`src/rtl/rx_ctrl_dec_if.sv`:
```
// Port bundle for rx_ctrl_dec: serial line and local ID in, decoded command fields and strobes out.
interface rx_ctrl_dec_if;
   logic        rx_ctrl;
   logic [7:0]  my_dev_id;
   logic [7:0]  dev_id;
   logic [7:0]  mod_id;
   logic [7:0]  cmd_addr;
   logic [7:0]  cmd_data;
   logic        cmd_vld;
   logic        frm_err;
   logic [15:0] err_cnt;

   modport master (
      input  rx_ctrl, my_dev_id,
      output dev_id, mod_id, cmd_addr, cmd_data, cmd_vld, frm_err, err_cnt
   );

   modport slave (
      output rx_ctrl, my_dev_id,
      input  dev_id, mod_id, cmd_addr, cmd_data, cmd_vld, frm_err, err_cnt
   );
endinterface

```
`src/rtl/rx_ctrl_dec.sv`:
```
// Control-line receiver: UART byte deserialiser, 6-byte frame check, device-ID filter, command strobe.
// Optional macro RX_CTRL_ERRCNT_EN builds a saturating rejected-frame counter on err_cnt.
module rx_ctrl_dec #(
   parameter int unsigned CLK_DIV      = 100,
   parameter logic [7:0]  HDR_BYTE     = 8'hA5,
   parameter int unsigned TIMEOUT_BITS = 20
) (
   input logic           clk_sys,
   input logic           rst,
   rx_ctrl_dec_if.master bus
);
   localparam int unsigned      CNT_W     = $clog2(CLK_DIV);
   localparam int unsigned      TO_LIMIT  = TIMEOUT_BITS * CLK_DIV;
   localparam int unsigned      TO_W      = $clog2(TO_LIMIT + 1);
   localparam logic [CNT_W-1:0] HALF_LAST = CNT_W'(CLK_DIV / 2 - 1);
   localparam logic [CNT_W-1:0] BIT_LAST  = CNT_W'(CLK_DIV - 1);
   localparam logic [TO_W-1:0]  TO_LAST   = TO_W'(TO_LIMIT - 1);

   typedef enum logic [1:0] {IDLE = 2'd0, START = 2'd1, DATA = 2'd2, STOP = 2'd3} bit_st_e;
   typedef enum logic [2:0] {
      F_HDR = 3'd0, F_DEV = 3'd1, F_MOD = 3'd2, F_ADDR = 3'd3, F_DATA = 3'd4, F_CSUM = 3'd5
   } frm_st_e;

   function automatic logic [7:0] frame_csum(input logic [7:0] d, input logic [7:0] m,
                                             input logic [7:0] a, input logic [7:0] x);
      frame_csum = d ^ m ^ a ^ x;
   endfunction

   logic             sync1_q, sync1_d, sync2_q, sync2_d, rxs_prev_q, rxs_prev_d;
   bit_st_e          bit_st_q, bit_st_d;
   logic [CNT_W-1:0] cnt_q, cnt_d;
   logic [2:0]       bit_idx_q, bit_idx_d;
   logic [7:0]       shift_q, shift_d;
   logic             byte_rdy_q, byte_rdy_d, byte_err_q, byte_err_d;
   frm_st_e          frm_st_q, frm_st_d;
   logic [TO_W-1:0]  tmo_q, tmo_d;
   logic [7:0]       dev_sh_q, dev_sh_d, mod_sh_q, mod_sh_d, addr_sh_q, addr_sh_d, data_sh_q, data_sh_d;
   logic [7:0]       dev_id_q, dev_id_d, mod_id_q, mod_id_d, cmd_addr_q, cmd_addr_d, cmd_data_q, cmd_data_d;
   logic             cmd_vld_q, cmd_vld_d, frm_err_q, frm_err_d;
   logic             rxs_s, fall_s, tmo_run_s, id_ok_s;

   // Synchroniser, edge detect and bit-level deserialiser
   always_comb begin
      sync1_d    = bus.rx_ctrl;
      sync2_d    = sync1_q;
      rxs_prev_d = sync2_q;
      rxs_s      = sync2_q;
      fall_s     = rxs_prev_q & ~rxs_s;
      bit_st_d   = bit_st_q;
      cnt_d      = cnt_q;
      bit_idx_d  = bit_idx_q;
      shift_d    = shift_q;
      byte_rdy_d = 1'b0;
      byte_err_d = 1'b0;
      case (bit_st_q)
         IDLE: begin
            if (fall_s) begin
               bit_st_d = START;
               cnt_d    = {CNT_W{1'b0}};
            end else begin
               cnt_d = cnt_q;
            end
         end
         START: begin
            if (cnt_q == HALF_LAST) begin
               cnt_d     = {CNT_W{1'b0}};
               bit_idx_d = 3'd0;
               bit_st_d  = rxs_s ? IDLE : DATA;
            end else begin
               cnt_d = cnt_q + CNT_W'(1);
            end
         end
         DATA: begin
            if (cnt_q == BIT_LAST) begin
               cnt_d     = {CNT_W{1'b0}};
               shift_d   = {rxs_s, shift_q[7:1]};
               bit_idx_d = bit_idx_q + 3'd1;
               bit_st_d  = (bit_idx_q == 3'd7) ? STOP : DATA;
            end else begin
               cnt_d = cnt_q + CNT_W'(1);
            end
         end
         STOP: begin
            if (cnt_q == BIT_LAST) begin
               cnt_d      = {CNT_W{1'b0}};
               byte_rdy_d = rxs_s;
               byte_err_d = ~rxs_s;
               bit_st_d   = IDLE;
            end else begin
               cnt_d = cnt_q + CNT_W'(1);
            end
         end
         default: bit_st_d = IDLE;
      endcase
   end

   // Frame assembly, checksum/ID filter and inter-byte timeout
   always_comb begin
      frm_st_d   = frm_st_q;
      dev_sh_d   = dev_sh_q;
      mod_sh_d   = mod_sh_q;
      addr_sh_d  = addr_sh_q;
      data_sh_d  = data_sh_q;
      dev_id_d   = dev_id_q;
      mod_id_d   = mod_id_q;
      cmd_addr_d = cmd_addr_q;
      cmd_data_d = cmd_data_q;
      cmd_vld_d  = 1'b0;
      frm_err_d  = 1'b0;
      tmo_run_s  = (frm_st_q != F_HDR) && (bit_st_q == IDLE);
      id_ok_s    = (dev_sh_q == bus.my_dev_id) || (dev_sh_q == 8'hFF);
      if (fall_s || (frm_st_q == F_HDR)) begin
         tmo_d = {TO_W{1'b0}};
      end else if (tmo_run_s) begin
         tmo_d = tmo_q + TO_W'(1);
      end else begin
         tmo_d = tmo_q;
      end
      if (byte_err_q && (frm_st_q != F_HDR)) begin
         frm_err_d = 1'b1;
         frm_st_d  = F_HDR;
      end else if (tmo_run_s && (tmo_q == TO_LAST)) begin
         frm_err_d = 1'b1;
         frm_st_d  = F_HDR;
      end else if (byte_rdy_q) begin
         case (frm_st_q)
            F_HDR:  frm_st_d = (shift_q == HDR_BYTE) ? F_DEV : F_HDR;
            F_DEV:  begin dev_sh_d  = shift_q; frm_st_d = F_MOD;  end
            F_MOD:  begin mod_sh_d  = shift_q; frm_st_d = F_ADDR; end
            F_ADDR: begin addr_sh_d = shift_q; frm_st_d = F_DATA; end
            F_DATA: begin data_sh_d = shift_q; frm_st_d = F_CSUM; end
            F_CSUM: begin
               frm_st_d = F_HDR;
               if (shift_q != frame_csum(dev_sh_q, mod_sh_q, addr_sh_q, data_sh_q)) begin
                  frm_err_d = 1'b1;
               end else if (id_ok_s) begin
                  dev_id_d   = dev_sh_q;
                  mod_id_d   = mod_sh_q;
                  cmd_addr_d = addr_sh_q;
                  cmd_data_d = data_sh_q;
                  cmd_vld_d  = 1'b1;
               end else begin
                  cmd_vld_d = 1'b0;
               end
            end
            default: frm_st_d = F_HDR;
         endcase
      end else begin
         frm_st_d = frm_st_q;
      end
   end

   // State registers
   always_ff @(posedge clk_sys) begin
      if (rst) begin
         sync1_q    <= 1'b1;
         sync2_q    <= 1'b1;
         rxs_prev_q <= 1'b1;
         bit_st_q   <= IDLE;
         cnt_q      <= {CNT_W{1'b0}};
         bit_idx_q  <= 3'd0;
         shift_q    <= 8'h00;
         byte_rdy_q <= 1'b0;
         byte_err_q <= 1'b0;
         frm_st_q   <= F_HDR;
         tmo_q      <= {TO_W{1'b0}};
         dev_sh_q   <= 8'h00;
         mod_sh_q   <= 8'h00;
         addr_sh_q  <= 8'h00;
         data_sh_q  <= 8'h00;
         dev_id_q   <= 8'h00;
         mod_id_q   <= 8'h00;
         cmd_addr_q <= 8'h00;
         cmd_data_q <= 8'h00;
         cmd_vld_q  <= 1'b0;
         frm_err_q  <= 1'b0;
      end else begin
         sync1_q    <= sync1_d;
         sync2_q    <= sync2_d;
         rxs_prev_q <= rxs_prev_d;
         bit_st_q   <= bit_st_d;
         cnt_q      <= cnt_d;
         bit_idx_q  <= bit_idx_d;
         shift_q    <= shift_d;
         byte_rdy_q <= byte_rdy_d;
         byte_err_q <= byte_err_d;
         frm_st_q   <= frm_st_d;
         tmo_q      <= tmo_d;
         dev_sh_q   <= dev_sh_d;
         mod_sh_q   <= mod_sh_d;
         addr_sh_q  <= addr_sh_d;
         data_sh_q  <= data_sh_d;
         dev_id_q   <= dev_id_d;
         mod_id_q   <= mod_id_d;
         cmd_addr_q <= cmd_addr_d;
         cmd_data_q <= cmd_data_d;
         cmd_vld_q  <= cmd_vld_d;
         frm_err_q  <= frm_err_d;
      end
   end

   assign bus.dev_id   = dev_id_q;
   assign bus.mod_id   = mod_id_q;
   assign bus.cmd_addr = cmd_addr_q;
   assign bus.cmd_data = cmd_data_q;
   assign bus.cmd_vld  = cmd_vld_q;
   assign bus.frm_err  = frm_err_q;

`ifdef RX_CTRL_ERRCNT_EN
   logic [15:0] err_cnt_q, err_cnt_d;

   // Saturating rejected-frame count, updated on the same edge as frm_err
   always_comb begin
      if (frm_err_d && (err_cnt_q != 16'hFFFF)) begin
         err_cnt_d = err_cnt_q + 16'd1;
      end else begin
         err_cnt_d = err_cnt_q;
      end
   end

   // Counter register
   always_ff @(posedge clk_sys) begin
      if (rst) begin
         err_cnt_q <= 16'h0000;
      end else begin
         err_cnt_q <= err_cnt_d;
      end
   end

   assign bus.err_cnt = err_cnt_q;
`else
   assign bus.err_cnt = 16'h0000;
`endif
endmodule
```
`src/flat_wrapper.sv`:
```
// flat-port wrapper written by rule: the top's interface ports become plain ports
module rx_ctrl_dec_flat 
#(
   parameter int unsigned CLK_DIV      = 100,
   parameter logic [7:0]  HDR_BYTE     = 8'hA5,
   parameter int unsigned TIMEOUT_BITS = 20
)
  (clk_sys, rst, bus_rx_ctrl, bus_my_dev_id, bus_dev_id, bus_mod_id, bus_cmd_addr, bus_cmd_data, bus_cmd_vld, bus_frm_err, bus_err_cnt);
  rx_ctrl_dec_if bus_i ();
  input logic clk_sys;
  input logic rst;
  input wire logic [$bits(bus_i.rx_ctrl)-1:0] bus_rx_ctrl;
  input wire logic [$bits(bus_i.my_dev_id)-1:0] bus_my_dev_id;
  output wire logic [$bits(bus_i.dev_id)-1:0] bus_dev_id;
  output wire logic [$bits(bus_i.mod_id)-1:0] bus_mod_id;
  output wire logic [$bits(bus_i.cmd_addr)-1:0] bus_cmd_addr;
  output wire logic [$bits(bus_i.cmd_data)-1:0] bus_cmd_data;
  output wire logic [$bits(bus_i.cmd_vld)-1:0] bus_cmd_vld;
  output wire logic [$bits(bus_i.frm_err)-1:0] bus_frm_err;
  output wire logic [$bits(bus_i.err_cnt)-1:0] bus_err_cnt;
  assign bus_i.rx_ctrl = bus_rx_ctrl;
  assign bus_i.my_dev_id = bus_my_dev_id;
  assign bus_dev_id = bus_i.dev_id;
  assign bus_mod_id = bus_i.mod_id;
  assign bus_cmd_addr = bus_i.cmd_addr;
  assign bus_cmd_data = bus_i.cmd_data;
  assign bus_cmd_vld = bus_i.cmd_vld;
  assign bus_frm_err = bus_i.frm_err;
  assign bus_err_cnt = bus_i.err_cnt;
  rx_ctrl_dec #(.CLK_DIV(CLK_DIV), .HDR_BYTE(HDR_BYTE), .TIMEOUT_BITS(TIMEOUT_BITS)) u_core (.clk_sys(clk_sys), .rst(rst), .bus(bus_i));
endmodule
```
`config.mk`:
```
export PLATFORM = sky130hd
export DESIGN_NAME = rx_ctrl_dec_flat
export DESIGN_NICKNAME = d
export VERILOG_FILES = /design/src/rtl/rx_ctrl_dec_if.sv /design/src/rtl/rx_ctrl_dec.sv /design/src/flat_wrapper.sv
export SDC_FILE = /design/constraint.sdc
export NUM_CORES = 1
export LEC_CHECK = 0
export ABC_AREA = 1
export CORE_MARGIN = 1
export CORE_UTILIZATION = 55
export DETAILED_ROUTE_END_ITERATION = 8
export PLACE_DENSITY = 0.86
export SLEW_MARGIN = 20
export SYNTH_ARGS = -nofsm -noshare
export SYNTH_HDL_FRONTEND = slang
export SYNTH_SLANG_ARGS = --single-unit
```
`constraint.sdc`:
```
create_clock -name clk_sys -period 1.92 [get_ports clk_sys]
set_input_delay 0.288 -clock clk_sys [delete_from_list [all_inputs] [get_ports clk_sys]]
set_output_delay 0.288 -clock clk_sys [all_outputs]
set_load 0.02 [all_outputs]
```
# Word-level counts from Yosys, hierarchy flattened
# Cells that the tools add are included.
# classes
add_sub_neg	3
n_eq_ne	20
muxes	22
bitwise_logic	12
reduce_logical	22
# ops
operator	n
8-bit bitwise XOR	3
7-bit two-way mux	3
7-bit one-hot mux with 3 select lines	1
4-bit AND reduction	5
8-bit equality test (second input constant)	2
3-bit one-hot mux with 5 select lines	1
11-bit by 1-bit adder with 11-bit output (second input constant)	1
11-bit equality test (second input constant)	1
2-bit two-way mux	5
3-bit equality test (second input constant)	3
8-bit equality test	1
1-bit two-way mux	8
2-bit by 1-bit != test with 1-bit output (second input constant)	4
8-bit != test	1
1-bit NOT	8
2-bit one-hot mux with 4 select lines	1
7-bit by 1-bit adder with 7-bit output (second input constant)	1
7-bit by 6-bit equality test with 1-bit output (second input constant)	1
7-bit equality test (second input constant)	1
3-bit by 2-bit equality test with 1-bit output (second input constant)	2
3-bit two-way mux	2
3-bit one-hot mux with 2 select lines	1
6-bit AND reduction	1
3-bit OR reduction	2
15 further kinds	20
# totals
regBits	105
output_inout_bits	50

# Logic depth before layout (Yosys ltp)
# logic_depth
ltp_word	9
mapped_depth	16
mapped_depth_nobuf	14

# Worst setup path before layout
# Ideal clock, no wire load.
# synth_path
path_kind	reg2reg
from	register u_core.bit_st_q[0]
to	register u_core.cmd_addr_q[7], in the netlist u_core.bus.cmd_addr[7]
arrival_ps	1538
slack_ps	267
stages_incl_launch_ff	13
synth_period_minus_slack_ps	1653
cell_sequence	dfxtp_1 -> inv_1 -> ha_1 -> inv_1 -> nor2_2 -> nand3_1 -> nand2_1 -> nor2_1 -> buf_4 -> buf_4 -> nand3_1 -> nand2_1 -> nor2_1
# synth_via
elab_chain_len	5
# synth_lines
element	line_no	source
from (decl)	rx_ctrl_dec.sv:30	bit_st_e bit_st_q, bit_st_d;
from (signal assigned)	rx_ctrl_dec.sv:181	bit_st_q <= bit_st_d;
2-bit zero test	rx_ctrl_dec.sv:110	tmo_run_s = (frm_st_q != F_HDR) && (bit_st_q == IDLE);
1-bit logical AND	rx_ctrl_dec.sv:110	
1-bit logical AND	rx_ctrl_dec.sv:122	end else if (tmo_run_s && (tmo_q == TO_LAST)) begin
1-bit NOT (no source line)	--	
6-bit AND reduction (no source line)	--	
to (signal assigned)	rx_ctrl_dec.sv:195	cmd_addr_q <= cmd_addr_d;
to (decl)	rx_ctrl_dec.sv:38	logic [7:0] dev_id_q, dev_id_d, mod_id_q, mod_id_d, cmd_addr_q, cmd_addr_d, cmd_data_q, cmd_data_d;
# Every way passes these cells.
# A chain may end at the register's enable or synchronous reset.

# Worst setup path in the final report
# layout_path
from	register u_core.dev_sh_q[6]
to	register u_core.mod_id_q[1], in the netlist u_core.bus.mod_id[1]
# layout_via
elab_chain_len	6
word_cells_on_any_way	9
cone_classes	3 x eq/ne; 4 x bitwise; 2 x reduce/logical
# layout_lines
element	line_no	source
from (decl)	rx_ctrl_dec.sv:37	logic [7:0] dev_sh_q, dev_sh_d, mod_sh_q, mod_sh_d, addr_sh_q, addr_sh_d, data_sh_q, data_sh_d;
from (signal assigned)	rx_ctrl_dec.sv:189	dev_sh_q <= dev_sh_d;
8-bit bitwise XOR (3 in series)	rx_ctrl_dec.sv:26	frame_csum = d ^ m ^ a ^ x;
8-bit != test	rx_ctrl_dec.sv:134	if (shift_q != frame_csum(dev_sh_q, mod_sh_q, addr_sh_q, data_sh_q)) begin
1-bit NOT (no source line)	--	
6-bit AND reduction (no source line) *	--	
to (signal assigned)	rx_ctrl_dec.sv:194	mod_id_q <= mod_id_d;
to (decl)	rx_ctrl_dec.sv:38	
# Every way passes the cells marked *; elsewhere a longest branch is shown, timed or not.

==> results_dict.tcl <==
set metrics [dict create \
    synth_ff_type "dfxtp_1" \
    async_reset_ff_frac 0 \
    worstReg2RegStart "u_core.dev_sh_q[6]" \
    die_h_um 97.0 \
    cts.path.max_buffers 2 \
    worst_ep_arrival_time_ps 2150 \
    ant_nets 0 \
    worstHoldStart "u_core.sync1_q" \
    worstSetupPathType "reg -> reg" \
    cts_sinks 105 \
    layout-drive-gt1-share 0.120 \
    syn_to_final_growth_pct 21.6 \
    wirelength_um 12200 \
    cts_tree "yes" \
    crit_path_start_kind "flop" \
    synth_cell_type_count 26 \
    io_buffers 44 \
    grt_max_degree 75 \
    synth_top_area_frac 0.424 \
    ios 61 \
    design.die.area_um2 9400 \
    regToRegEndpoint "u_core.bus.mod_id[1]" \
    slew_violations 0 \
    wl_per_cell_um 13.9 \
    tns_ps 0 \
    final_cell_area_um2 6030 \
    p_leak_nw 2.42 \
    netlist_instances 702 \
    fin_crit_sh 0.973 \
    vias 4779 \
    grt_pass1_wl_um 18800 \
    yosysSeqAreaShare 0.424 \
    hold_viol 0 \
    rr_worst_depth 11 \
    grt.total_usage 0.244 \
    cp_slowest_cell "dfxtp_1" \
    synth_area_leader_cell "dfxtp_1" \
    peakVddDrop_uv 452 \
    crit_family "simple AND/OR/NAND/NOR gates" \
    yosys_warnings 0 \
    initial_core_util 0.569 \
    htreeDepth 3 \
    cts_root_buf "clkbuf_8" \
    endpoint_kind "flop" \
    setup_viol 0 \
    drtIter0Drc 363 \
    grt_overflow 0 \
    core-area_um2 8720 \
    multi_input_area_um2 2390 \
    hold_class "reg -> reg" \
    insertion_delay_ps 380 \
    clock_skew_ps 15.7 \
    synthTopCellsByArea "dfxtp_1 (42%), nand2_1 (10%), a21oi_1 (9.5%)" \
    regArea_um2 2140 \
    fin_nets 783 \
    synth-edff-count 0 \
    netlist_area_um2 4960 \
    antenna_cells 0 \
    drt_pass1_iterations 7 \
    crit_chain "buf_4 -> nand4_1 -> or2_2 -> nand2_1 -> nand2_1 -> nor2_4 -> buf_4 -> buf_12 -> nand3_1 -> nand2_1 -> nor2_1" \
    nFillCells 667 \
    cts_made_buffers 9 \
    hold_depth 1 \
    timing.fmax_ghz 0.535 \
    critPathMaxFanout 17 \
    clkTransAtPathRegs_ps 100 \
    powerDensity_nw_per_um2 671 \
    synth_seq_cells 105 \
    die_w_um 97.0 \
    rows 34 \
    run_status "finished clean" \
    required_ps 2200 \
    max_stage_delay_ps 360 \
    crit_top_cell "nand2_1" \
    route.detailed.drc 0 \
    avgSynthCellArea_um2 7.07 \
    hold_buffers 0 \
    via_per_inst 5.47 \
    rrSetupSlack_ps 50 \
    antenna_found_initial 0 \
    path_buf_inv 3 \
    grt_pass1_vias 4283 \
    place_congestion 0.828 \
    hold_path_end "u_core.rxs_prev_d" \
    place_area_um2 5580 \
    maxCapViolations 0 \
    min_period_ps 1870 \
    dp_hpwl_um 8020 \
    worstSetupStartpoint "u_core.dev_sh_q[6]" \
]
==> synthesized netlist by cell type (4+ instances only) <==
cell / number
xor2_1: 7
clkbuf_1: 8
nand2_1: 138
o21ai_0: 52
nand3_1: 62
inv_1: 78
buf_2: 5
nor3_1: 12
buf_4: 28
nand4_1: 4
a21oi_1: 94
nor2_1: 62
xnor2_1: 12
dfxtp_1: 105
inv_2: 8
ha_1: 10
==> worst max-delay path by stage <==
stage                                        end  slack [ps]  cells past startpoint
after floorplan           u_core.bus.cmd_addr[7]         270                     12
after global routing      u_core.bus.cmd_data[4]        -110                     11
after detailed placement    u_core.bus.mod_id[0]        -130                     12
final                       u_core.bus.mod_id[1]          50                     11
after global placement      u_core.bus.mod_id[1]         -50                     12
after CTS                   u_core.bus.mod_id[0]          10                     12
==> kinds of logic after synthesis <==
logic type                 Yosys count  synth area share
and+or+nand+nor                    287             0.243
xor gates and xnor gates            19            0.0336
DFF                                105             0.424
AOI/OAI and AO/OA                  150             0.153
buffers and inverters              130             0.121
other                                1          0.000756
adders and majority gates           10            0.0252
==> flip-flops by register name (all words and copies together) (netlist names), named ones only <==
name and flops:
u_core.tmo_q 11, u_core.addr_sh_q 8, u_core.bus.cmd_addr 8, u_core.bus.cmd_data 8, u_core.bus.dev_id 8, u_core.bus.mod_id 8
u_core.data_sh_q 8, u_core.dev_sh_q 8, u_core.mod_sh_q 8, u_core.shift_q 8, u_core.cnt_q 7, u_core.bit_idx_q 3
u_core.frm_st_q 3, u_core.bit_st_q 1, u_core.bus.cmd_vld 1, u_core.bus.frm_err 1, u_core.byte_err_q 1, u_core.byte_rdy_q 1
u_core.rxs_prev_d 1, u_core.rxs_prev_q 1, u_core.sync1_q 1
==> cell usage in the layout, fill, tap and decap left out, types with 2 or more instances in the layout <==
cell / instances
nand2_1: 135
a21oi_1: 91
dfxtp_1: 91
inv_1: 76
nand3_1: 62
nor2_1: 57
o21ai_0: 52
clkdlybuf4s50_1: 44
buf_4: 21
conb_1: 16
xnor2_1: 10
nor3_1: 10
inv_2: 9
ha_1: 9
clkbuf_8: 9
xor2_1: 7
dfxtp_2: 7
buf_12: 7
dfxtp_4: 7
nor2_2: 4
nand4_1: 4
nand2_2: 3
nor2_4: 3
or2_2: 3
a21oi_2: 3
clkbuf_16: 3
buf_8: 3
xnor2_2: 2
nor3_2: 2
nor3b_1: 2
nor4_1: 2
inv_6: 2
==> per-layer routing <==
layer  part of all wire  up-vias  routed length [um]  global-route usage
li1                   -     2363                   -                   -
met1               0.38     2193                4660               0.266
met2               0.53      185                6430               0.452
met3              0.058       38                 702              0.0499
met4              0.031        0                 376               0.106
met5                  0        -                   0                   0
==> metrics by stage <==
stage	instances	total power, mW	setup WS, ps	hold slack, ps	utilization
global placement	848	2.67	-45.7	391	0.640
detailed placement	848	2.70	-130	413	0.640
floorplan	717	2.58	267	389	-
finish	874	4.05	51.6	431	0.692
global route	874	4.21	-115	457	0.692
CTS	863	4.05	11.6	437	0.662
==> worst register-to-register path, stage by stage, from the launching register on <==
cell and delay, ps:
dfxtp_1 360, buf_4 130, nand4_1 150, or2_2 320, nand2_1 80, nand2_1 80, nor2_4 140, buf_4 140
buf_12 140, nand3_1 80, nand2_1 100, nor2_1 50
==> cell type report <==
class                   instances  area share
repair buffers                 78       0.142
inverters                      86      0.0535
well taps                     108      0.0224
clock buffers                  10      0.0212
flip-flops and latches        105       0.354
clock inverters                 5      0.0106
multi-input cells             482       0.396
==> timing repair <==
| action | CTS | global route |
|---|---|---|
| hold endpoints to repair | 0 | 0 |
| endpoints found under the setup margin | 0 | 39 |
| buffers inserted | 0 | 8 |
| gates resized for setup | 0 | 43 |
==> report_power, final <==
part           switching (mW)  total, mW  internal (mW)
Sequential             0.0187       2.21           2.19
Combinational           0.282      0.446          0.163
Clock                   0.780       1.39          0.608
No activity file was read; power rests on OpenSTA's default activity.
==> RTL change 1: new RTL, config.mk and constraints unchanged <==
`CLK_DIV` is set to 100 in 2 places; all go to 150.
--- a/src/rtl/rx_ctrl_dec.sv
+++ b/src/rtl/rx_ctrl_dec.sv
@@ -2,5 +2,5 @@
 // Optional macro RX_CTRL_ERRCNT_EN builds a saturating rejected-frame counter on err_cnt.
 module rx_ctrl_dec #(
-   parameter int unsigned CLK_DIV      = 100,
+   parameter int unsigned CLK_DIV      = 150,
    parameter logic [7:0]  HDR_BYTE     = 8'hA5,
    parameter int unsigned TIMEOUT_BITS = 20
--- a/src/flat_wrapper.sv
+++ b/src/flat_wrapper.sv
@@ -2,5 +2,5 @@
 module rx_ctrl_dec_flat 
 #(
-   parameter int unsigned CLK_DIV      = 100,
+   parameter int unsigned CLK_DIV      = 150,
    parameter logic [7:0]  HDR_BYTE     = 8'hA5,
    parameter int unsigned TIMEOUT_BITS = 20
Function: same outputs for any inputs over 10 cycles, from zero or initial values and one cycle with rst high; that may be too few to reach the edited logic, so the function may still have changed.
==> RTL change 1 against the unedited design <==
  * Utilization up 0.82 points
  * Power fell by 5.6%
  * Count of clock-buffer cells in the layout did not move
  * Routed wire length up 9.4%
  * Largest power group unchanged
  * Synthesized area rose by 6.7%
  * Final area grew 7.7%
  * Setup slack worse by 48 ps
  * Sequential cell count grew 2
  * Largest cell class unchanged
==> RTL change 1: results (changes against the unedited design) <==
| Metric | Value |
|---|---|
| Outcome | complete, no violations |
| Routed wire length | 13320 um (+9.4%) |
| Signal buf overhead | 0.1621 (+0.01985) |
| Most frequent cells after synthesis | sky130_fd_sc_hd__nand2_1, sky130_fd_sc_hd__dfxtp_1, sky130_fd_sc_hd__inv_1 |
| Sum of net half-perimeters after detailed placement | 9054 um (+13%) |
| Nonclk inv count | 92 (+7.0%) |
| Clock distribution area overhead in the final layout | 0.02753 (-0.004198) |
| Post-Route Skew | 14.16 ps (-1.568 ps) |
| Dpl ws | -96.02 ps (+33.49 ps) |
| Final Hold Slack | 424.0 ps (-7.173 ps) |
| Register clock-pin slew on the reported worst setup and hold paths | 100 ps (about the same) |
| Worst IR drop on VDD | 0.4412 mV (-2.3%) |
| Layout overhead on the synthesized area | 22.76% |
| Net count reported at finish | 831 (+6.1%) |
| Sinks on Clock Net | 107 (+1.9%) |
| Fill cells | 697 (+4.5%) |
| Worst endpoint data arrival time | 2200 ps (+50 ps) |
| Share of layout cells above drive strength 1 | 0.1867 (+0.06663) |
| Multi-input comb cells | 505 (+4.8%) |
| Biggest area contributors in the synthesized netlist | sky130_fd_sc_hd__dfxtp_1, sky130_fd_sc_hd__nand2_1, sky130_fd_sc_hd__inv_1, sky130_fd_sc_hd__a21oi_1, sky130_fd_sc_hd__nor2_1 |
| Proportion of power drawn by flip-flops and latches | 0.588 (+0.041) |
| Final antenna diode count | 0 (unchanged) |
| Top FF cell, synth | sky130_fd_sc_hd__dfxtp_1 |
| Total vias in the final route | 5073 (+6.2%) |
| Wire length of the first global-routing pass | 20350 um (+8.4%) |
| Sequential cell area | 2167 um^2 (+1.4%) |
| Number of flip-flops in the largest register | 12 (+1) |
| Violation count after the first detailed-routing iteration | 313 (-14%) |
| Vias in the first global route | 4761 (+11%) |
| FF-to-FF path depth | 13 (+2) |
| Startpoint of the worst register-to-register path | u_core.bit_st_q[0]$_SDFFE_PP0P_ |
| Gate count after technology mapping | 733 (+4.4%) |
| Non-clock buffers | 94 (+21%) |
| Reported leakage power | 2.685 nW (+11%) |
| Worst R2R Setup Slack | 4 ps (-50 ps) |
| Share of the yosys chip area belonging to registers | 0.4046 (-0.01918) |
| Clk power | 1.30 mW (-6%) |
| Largest net degree at the start of global routing | 76 (+1.3%) |
| Layout Cells excl Fill | 943 (+7.9%) |
| CP max FO | 11 (-6) |
| Power dissipated by switching net loads | 0.9861 mW (-8.7%) |
| Multi-input logic area | 2592 um^2 (+8.5%) |
| Worst R2R End | u_core.bus.cmd_data[2]$_SDFFE_PP0P_ |
| Number of iterations in the first detailed-routing pass | 6 (-1) |
| Seq area share | 0.3335 (-0.02075) |
| GP Congestion | 0.8686 (+4.9%) |
| Delay contributed by the slowest stage of the critical path | 340 ps (-20 ps) |
| Count of cell types in the netlist | 37 (+42%) |
| Int Power | 2.833 mW (-4.5%) |
## RTL change 1: kinds of logic (layout without fill, tap and decap cells)
group                    count (synthesis)  after routing  synth area share
AO/OA/AOI/OAI                          139            139            0.1560
flip-flops                             107            107            0.4046
adder cells (fa/ha/maj)                 11             11           0.02600
buffers and inverters                  136            202            0.1262
AND/OR/NAND/NOR                        326            326            0.2649
XOR/XNOR                                13             13           0.02151
other                                    1             16         0.0007084
## RTL change 1: worst max-delay path by stage
stage,slack [ps],start,end,cells past startpoint
global route,-130,u_core.dev_sh_q[3]$_SDFFE_PP0P_,u_core.bus.cmd_data[2]$_SDFFE_PP0P_,13
floorplan,220,u_core.bit_st_q[0]$_SDFFE_PP0P_,u_core.bus.cmd_data[0]$_SDFFE_PP0P_,12
global placement,-30,bus_my_dev_id[5],u_core.bus.cmd_data[6]$_SDFFE_PP0P_,12
detailed placement,-100,bus_my_dev_id[7],u_core.bus.mod_id[3]$_SDFFE_PP0P_,13
finish,4,u_core.bit_st_q[0]$_SDFFE_PP0P_,u_core.bus.cmd_data[2]$_SDFFE_PP0P_,13
CTS,10,u_core.dev_sh_q[6]$_SDFFE_PP0P_,u_core.bus.cmd_addr[1]$_SDFFE_PP0P_,11
## RTL change 1: per-layer routing
layer,routed length (um),part of all wire,track usage,vias to the layer above
li1,-,-,-,2480
met1,5292,0.40,0.2806,2337
met2,6895,0.52,0.4711,204
met3,658,0.049,0.04039,52
met4,469,0.035,0.1249,0
met5,0,0,0,-
## RTL change 1: what timing repair did
action | 4_1_cts | 5_1_grt
setup endpoints to repair | 17 | 37
setup buffers | 0 | 6
cloned | 0 | 6
gates resized for setup | 2 | 34
pin swaps | 0 | 4
==> RTL change 2: new RTL, config.mk and constraints unchanged <==
Made on the original files. Re-encode `frm_st_e` (6 values) as one-hot, 6 bits wide.
--- a/src/rtl/rx_ctrl_dec.sv
+++ b/src/rtl/rx_ctrl_dec.sv
@@ -18,6 +18,6 @@
 
    typedef enum logic [1:0] {IDLE = 2'd0, START = 2'd1, DATA = 2'd2, STOP = 2'd3} bit_st_e;
-   typedef enum logic [2:0] {
-      F_HDR = 3'd0, F_DEV = 3'd1, F_MOD = 3'd2, F_ADDR = 3'd3, F_DATA = 3'd4, F_CSUM = 3'd5
+   typedef enum logic [5:0] {
+      F_HDR = 6'b000001, F_DEV = 6'b000010, F_MOD = 6'b000100, F_ADDR = 6'b001000, F_DATA = 6'b010000, F_CSUM = 6'b100000
    } frm_st_e;
 
Check against the original RTL: no difference found for any inputs over 10 cycles, from zero or initial values and one cycle with rst high; not proved beyond that.
==> RTL change 2 against the unedited design <==
  * Global-route usage fell by 1.6 points
  * Final area rose by 4.2%
  * Non-clock buffer count fell by 8
  * Synthesized cell count rose by 11%
  * Power fell by 7.9%
  * Clock power fell by 11%
  * Synthesized area rose by 9.2%
  * Setup slack improved by 74 ps
  * Sequential cell count rose by 3
  * Routed wire length fell by 6.6%
  * Critical path type unchanged
  * Highest routed layer unchanged
==> RTL change 2: results (changes against the unedited design) <==
| Metric | Value |
|---|---|
| Sum of net half-perimeters after detailed placement | 8232 um (+2.7%) |
| Wire length of the first global-routing pass | 18410 um (-1.9%) |
| Fill cells | 832 (+25%) |
| CP max FO | 33 (+16) |
| Final Hold Slack | 420.9 ps (-10.27 ps) |
| Largest net degree at the start of global routing | 74 (-1.3%) |
| Met2 usage in global routing | 0.3930 (-0.05880) |
| Worst R2R Setup Slack | 130 ps (+70 ps) |
| Power per standard cell area | 592.3 nW/um^2 (-12%) |
| Max Fclk | 0.5573 GHz (+4.1%) |
| Combinational Power | 0.231 mW (-48%) |
| Area after DPL | 6033 um^2 (+8.2%) |
| Post-Route Skew | 16.40 ps (+0.6757 ps) |
| Share of the yosys chip area belonging to registers | 0.3991 (-0.02474) |
| Relative contribution of the clock network to total power | 0.333 (-0.010) |
| Outcome | complete, no violations |
| Signal buf overhead | 0.1142 (-0.02806) |
| Clock distribution area overhead in the final layout | 0.02666 (-0.005068) |
| Multi-input comb cells | 495 (+2.7%) |
| Worst IR drop on VDD | 0.4707 mV (+4.2%) |
| M1 GR Usage | 0.2748 (+0.009116) |
| Total vias in the final route | 4794 (+0.31%) |
| Net count reported at finish | 855 (+9.2%) |
| Count of cell types in the netlist | 36 (+38%) |
| Nonclk inv count | 150 (+74%) |
| M1 WL | 5047 um (+8.4%) |
| Non-clock buffers | 70 (-10%) |
| Seq cells | 108 (+2.9%) |
| Post-Synthesis Mean Instance Area | 6.937 um^2 (-1.8%) |
| Cell Count Post-Placement | 950 (+12%) |
| Total routing resource utilization after global routing | 0.2279 (-0.01566) |
| Routed wire length on met2 | 5523 um (-14%) |
## RTL change 2: worst max-delay path, stage by stage, from the launching register on
cell and delay, ps:
sky130_fd_sc_hd__dfxtp_1 450, sky130_fd_sc_hd__xor2_1 300, sky130_fd_sc_hd__inv_1 70, sky130_fd_sc_hd__nand2_1 70
sky130_fd_sc_hd__nand2_1 60, sky130_fd_sc_hd__nor2_2 120, sky130_fd_sc_hd__nand2_2 90, sky130_fd_sc_hd__nor2_4 130
sky130_fd_sc_hd__buf_12 180, sky130_fd_sc_hd__nand4_1 100, sky130_fd_sc_hd__nand2_1 80, sky130_fd_sc_hd__nor2_1 50
## RTL change 2: logic make-up after synthesis
kind of cell	count (synthesis)	share of synthesized area
AOI/OAI and AO/OA	122	0.1189
xor gates and xnor gates	18	0.02910
adders and majority gates	10	0.02309
buffers and inverters	193	0.1580
DFF	108	0.3991
other	1	0.0006922
and+or+nand+nor	329	0.2711
